$ cat config.mk
export PLATFORM = sky130hd
export DESIGN_NAME = conv_writeback
export DESIGN_NICKNAME = d
export VERILOG_FILES = /design/src/rtl/conv_pkg.sv /design/src/rtl/wb_byte_packer.sv /design/src/rtl/conv_writeback.sv
export SDC_FILE = /design/constraint.sdc
export NUM_CORES = 1
export LEC_CHECK = 0
export BUFFER_PORTS_ARGS = -buffer_cell sky130_fd_sc_hd__clkbuf_2
export CAP_MARGIN = 25
export CORE_MARGIN = 5
export CORE_UTILIZATION = 40
export CTS_BUF_LIST = sky130_fd_sc_hd__clkbuf_2
export CTS_CLUSTER_SIZE = 28
export DETAILED_ROUTE_END_ITERATION = 10
export MAX_ROUTING_LAYER = met4
export PLACE_DENSITY = 0.65
export SYNTH_ARGS = -nofsm -noshare
export SYNTH_HDL_FRONTEND = slang
export SYNTH_SLANG_ARGS = --single-unit
$ cat constraint.sdc
create_clock -name clk -period 3.99 [get_ports clk]
set_input_delay 0.399 -clock clk [delete_from_list [all_inputs] [get_ports clk]]
set_output_delay 0.399 -clock clk [all_outputs]
set_load 0.02 [all_outputs]
$ cat src/rtl/conv_pkg.sv
// conv_pkg: shared widths and FSM state type for the convolution write-back path
package conv_pkg;
  localparam int ADDR_W = 7;
  localparam int WORD_W = 32;
  localparam int MAC_W  = 12;
  localparam int BYTE_W = 8;
  localparam int CNT_W  = 8;
  typedef enum logic [1:0] {IDLE, FILL, WRITE, DONE} state_t;
endpackage

$ cat src/rtl/wb_byte_packer.sv
// wb_byte_packer: reduces MAC results to bytes and packs them MSB-first into a word (CONV_WB_ROUND_EN selects rounding)
module wb_byte_packer
  import conv_pkg::*;
(
  input  logic              clk,
  input  logic              rst,
  input  logic              clr,
  input  logic              push,
  input  logic [MAC_W-1:0]  data,
  output logic [WORD_W-1:0] word,
  output logic              full
);
  logic [1:0]        slot;
  logic [BYTE_W-1:0] b;
`ifdef CONV_WB_ROUND_EN
  logic [MAC_W:0] sum;
  assign sum = {1'b0, data} + (MAC_W+1)'(8);
  assign b   = sum[MAC_W] ? '1 : sum[MAC_W-1:4];
`else
  assign b = data[MAC_W-1:4];
`endif
  assign full = slot == 2'd3;
  // Word register starts zeroed so unfilled bytes of a partial word read as 0
  always_ff @(posedge clk) begin
    if (rst || clr) begin
      word <= '0;
      slot <= '0;
    end else if (push) begin
      word[WORD_W-1-BYTE_W*slot -: BYTE_W] <= b;
      slot <= slot + 2'd1;
    end
  end
endmodule

$ cat src/rtl/conv_writeback.sv
// conv_writeback: packs a job of MAC results into 32-bit words and writes them to memory (optional CONV_WB_ROUND_EN rounding)
module conv_writeback
  import conv_pkg::*;
(
  input  logic              clk,
  input  logic              rst,
  input  logic              start,
  input  logic [ADDR_W-1:0] base_addr,
  input  logic [CNT_W-1:0]  res_count,
  input  logic              res_valid,
  input  logic [MAC_W-1:0]  res_data,
  output logic              res_ready,
  output logic              mem_we,
  output logic [ADDR_W-1:0] mem_addr,
  output logic [WORD_W-1:0] mem_wdata,
  input  logic              mem_ack,
  output logic              busy,
  output logic              done
);
  state_t            state, state_n;
  logic [ADDR_W-1:0] addr;
  logic [CNT_W-1:0]  left;
  logic              push, full, clr, acked, go;
  assign go        = state == IDLE && start;
  assign push      = state == FILL && res_valid;
  assign acked     = state == WRITE && mem_ack;
  assign clr       = go || acked;
  assign res_ready = state == FILL;
  assign mem_we    = state == WRITE;
  assign busy      = state != IDLE;
  assign done      = state == DONE;
  assign mem_addr  = addr;
  wb_byte_packer u_packer (
    .clk  (clk),
    .rst  (rst),
    .clr  (clr),
    .push (push),
    .data (res_data),
    .word (mem_wdata),
    .full (full)
  );
  // Next state: a word is flushed when full or when the job's last result lands
  always_comb begin
    state_n = state;
    case (state)
      IDLE:  if (start) state_n = res_count == '0 ? DONE : FILL;
      FILL:  if (push && (full || left == CNT_W'(1))) state_n = WRITE;
      WRITE: if (mem_ack) state_n = left == '0 ? DONE : FILL;
      DONE:  state_n = IDLE;
    endcase
  end
  // State, write address and remaining-result counter
  always_ff @(posedge clk) begin
    if (rst) begin
      state <= IDLE;
      addr  <= '0;
      left  <= '0;
    end else begin
      state <= state_n;
      if (go) begin
        addr <= base_addr;
        left <= res_count;
      end
      if (push) left <= left - CNT_W'(1);
      if (acked) addr <= addr + ADDR_W'(1);
    end
  end
endmodule

==> impl_metrics.json <==
{
  "whs_ns": 0.211,
  "die_y_microns": 86.6,
  "leakagePower_nw": 1.12,
  "finalSetupViolations": 0,
  "crit_required_ns": 4.32,
  "cts_htree_levels": 2,
  "design_area_sq_um": 2830,
  "power_density_nw_per_um2": 397,
  "clock_latency_ns": 0.43,
  "cts_num_sinks": 51,
  "max-vdd-ir-drop_v": 0.000180,
  "fin_crit_sh": 0.491,
  "numPlacedInstances": 430,
  "critical_path.startpoint_type": "register",
  "post_cts_buffers": 0,
  "io_pins": 75,
  "antenna_found_initial": 0,
  "grt_max_degree": 21,
  "crit_start": "state[1]",
  "worst_pin_slew_ns": 0.612,
  "cp_cell_sequence": "mux2i_1, or2_2, nand2_1, buf_8, a21oi_1",
  "grt_pass1_vias": 2191,
  "worst-path-max-fanout": 20,
  "relSlewSlack": 0.588,
  "postCtsHoldBufs": 0,
  "yosys_warnings": 0,
  "maxCapViolCount": 0,
  "min-delay-path-class": "input port to register",
  "first_pass_iters": 4,
  "dpl_cell_area_sq_um": 2740,
  "ys.flop_type": "dfxtp_1",
  "antenna_cells": 0,
  "netlist_instances": 299,
  "dieArea_sq_um": 7500,
  "cts_root_buffer": "clkbuf_2",
  "netlist_area_sq_um": 2350,
  "cp_slowest_cell": "dfxtp_1",
  "finalClockSkew_ns": 0.0337,
  "hold_viol_final": 0,
  "drt-total-wl_microns": 6080,
  "regArea_sq_um": 1020,
  "synth_enable_flop_cells": 0,
  "routed_via_density": 5.33,
  "worstHoldStart": "base_addr[0]",
  "num_rows": 28,
  "syn_to_final_growth_pct": 20.6,
  "hpwlAfterDp_microns": 4460,
  "seq_area_frac_synth": 0.435,
  "grt_pass1_wl_microns": 10200,
  "power_frac_clock": 0.295,
  "crit_cells": 5,
  "final-max-slew-violation-count": 0,
  "initial_core_util": 0.404,
  "synth_fp_nets": 338,
  "die_x_microns": 86.6,
  "route.vias.total": 2333,
  "io_buffers": 70,
  "holdPathStages": 3,
  "drt_iter0_markers": 150,
  "syn_avg_cell_area_sq_um": 7.85,
  "max_stage_delay_ns": 0.62,
  "grtUsageTotal": 0.169,
  "wl_per_cell_microns": 13.9,
  "rsz0062_at_grt": "no",
  "synth.distinct_cells": 41,
  "layout.cells.non_filler": 438,
  "cts_inserted_buffers": 5,
  "power_switching_mw": 0.335,
  "cp_top_family": "simple AND/OR/NAND/NOR gates",
  "ant_nets": 0,
  "drive_above_1_share": 0.237,
  "r2r_start": "state[1]",
  "end_kind": "register",
  "fmax_mhz": 511,
  "drc_errors": 0,
  "clk_pin_slew_ns": 0.25,
  "grt-ovfl-total": 0,
  "crit_type": "register to register",
  "p_int_mw": 0.790,
  "cp.buffers_inverters": 1,
  "p_sw_frac": 0.298,
  "place_congestion": 0.774,
  "layout_min_cycle_time_ns": 1.96,
  "outcome": "finished clean",
  "n_fill_cell": 618,
  "postCtsResizedCells": 0,
  "ff2ff_path_depth": 5,
  "multi_input_comb_area_sq_um": 1230,
  "power_mw": 1.12,
  "power.share.combinational": 0.195,
  "clk_path_buf_depth": 2,
  "tns_ns": 0,
  "cts_tree": "yes",
  "p_seq_frac": 0.510,
  "synthArstFlopShare": 0,
  "ys_ff_latch": 51,
  "core_sq_um": 5820,
  "nNetsFinal": 401,
  "crit_arrival_ns": 2.29
}
final cells by class:
| class | count | area share |
|---|---|---|
| inverter | 7 | 0.00928 |
| clock inverter | 3 | 0.0239 |
| sequential | 51 | 0.361 |
| tap | 75 | 0.0331 |
| multi-input combinational | 226 | 0.435 |
| clock buffer | 5 | 0.00884 |
| timing repair buffer | 71 | 0.129 |
through the flow:
| step | util | worst slack (ns) |
|---|---|---|
| global route | 0.487 | 1.81 |
| CTS | 0.487 | 2.01 |
| floorplan | - | 2.27 |
| finish | 0.487 | 2.03 |
| global placement | 0.468 | 1.83 |
| detailed placement | 0.471 | 2.04 |
sequential cells by signal (all words and copies together), names as in the netlist:
name	count
u_packer.word	32
mem_addr	7
left	8
u_packer.slot	2
state	2
layout by cell type, fill, tap and decap left out, drive strengths merged, types with 2 or more instances in the layout:
master	n
or3b	3
o21ai	16
nand2	46
or3	2
ha	7
nor2	19
nor2b	3
inv	7
a31oi	5
a221oi	3
and2	10
nor4	6
nand3	36
or2	2
nor3b	2
clkbuf	75
nand3b	2
mux2i	2
nor3	4
dfxtp	51
bufinv	2
a211oi	2
a21oi	44
worst paths after layout:
path | to | slack (ns)
worst min register to register | u_packer.word[4] | 0.47
worst max-delay path | u_packer.word[4] | 2.03
worst min-delay path | mem_addr[0] | 0.21
worst max register to register | u_packer.word[4] | 2.03
tightest hold or removal path: stages:
cell and delay, ns:
clkbuf_2 0.08, a221oi_1 0.06, nor2_1 0.07
per-layer routing:
metal  global-route usage  routed length, microns
met1                0.225                    2900
met3               0.0371                     468
met2                0.261                    2610
met5                    -                       0
met4               0.0439                      89
synthesized netlist by cell type, types with 2 or more instances:
cell type / instances / area, sq um
dfxtp_1: 51 / 1020
nand2_1: 46 / 173
a21oi_1: 44 / 220
nand3_1: 36 / 180
nor2_1: 19 / 71.3
o21ai_0: 16 / 80.1
and2_1: 10 / 62.6
ha_1: 7 / 87.6
inv_1: 7 / 26.3
buf_2: 6 / 30.0
nor4_1: 6 / 37.5
a31oi_1: 5 / 31.3
clkbuf_1: 5 / 18.8
nor3_1: 4 / 20.0
a221oi_1: 3 / 26.3
clkbuf_2: 3 / 15.0
nor2b_1: 3 / 18.8
a211oi_1: 2 / 15.0
mux2i_1: 2 / 20.0
nand3b_1: 2 / 15.0
or2_2: 2 / 12.5
power by group through the flow:
| stage | logic [mW] | clock network (mW) | registers, mW |
|---|---|---|---|
| 2_1_floorplan | 0.148 | 0 | 0.582 |
| 5_1_grt | 0.245 | 0.359 | 0.581 |
| 4_1_cts | 0.220 | 0.343 | 0.573 |
| 6_report | 0.219 | 0.332 | 0.573 |
| 3_3_place_gp | 0.213 | 0 | 0.581 |
| 3_5_place_dp | 0.220 | 0 | 0.582 |
cell families (layout without fill, tap and decap cells):
group                      count (synthesis)  in the layout  share of synthesized area
xor gates and xnor gates                   1              1                    0.00373
muxes                                      2              2                    0.00853
buffers and inverters                     22             86                     0.0400
adders and majority gates                  7              7                     0.0373
and+or+nand+nor                          139            139                      0.291
AOI/OAI and AO/OA                         77             77                      0.184
DFF                                       51             51                      0.435
Power figures use the tool's default switching activity.
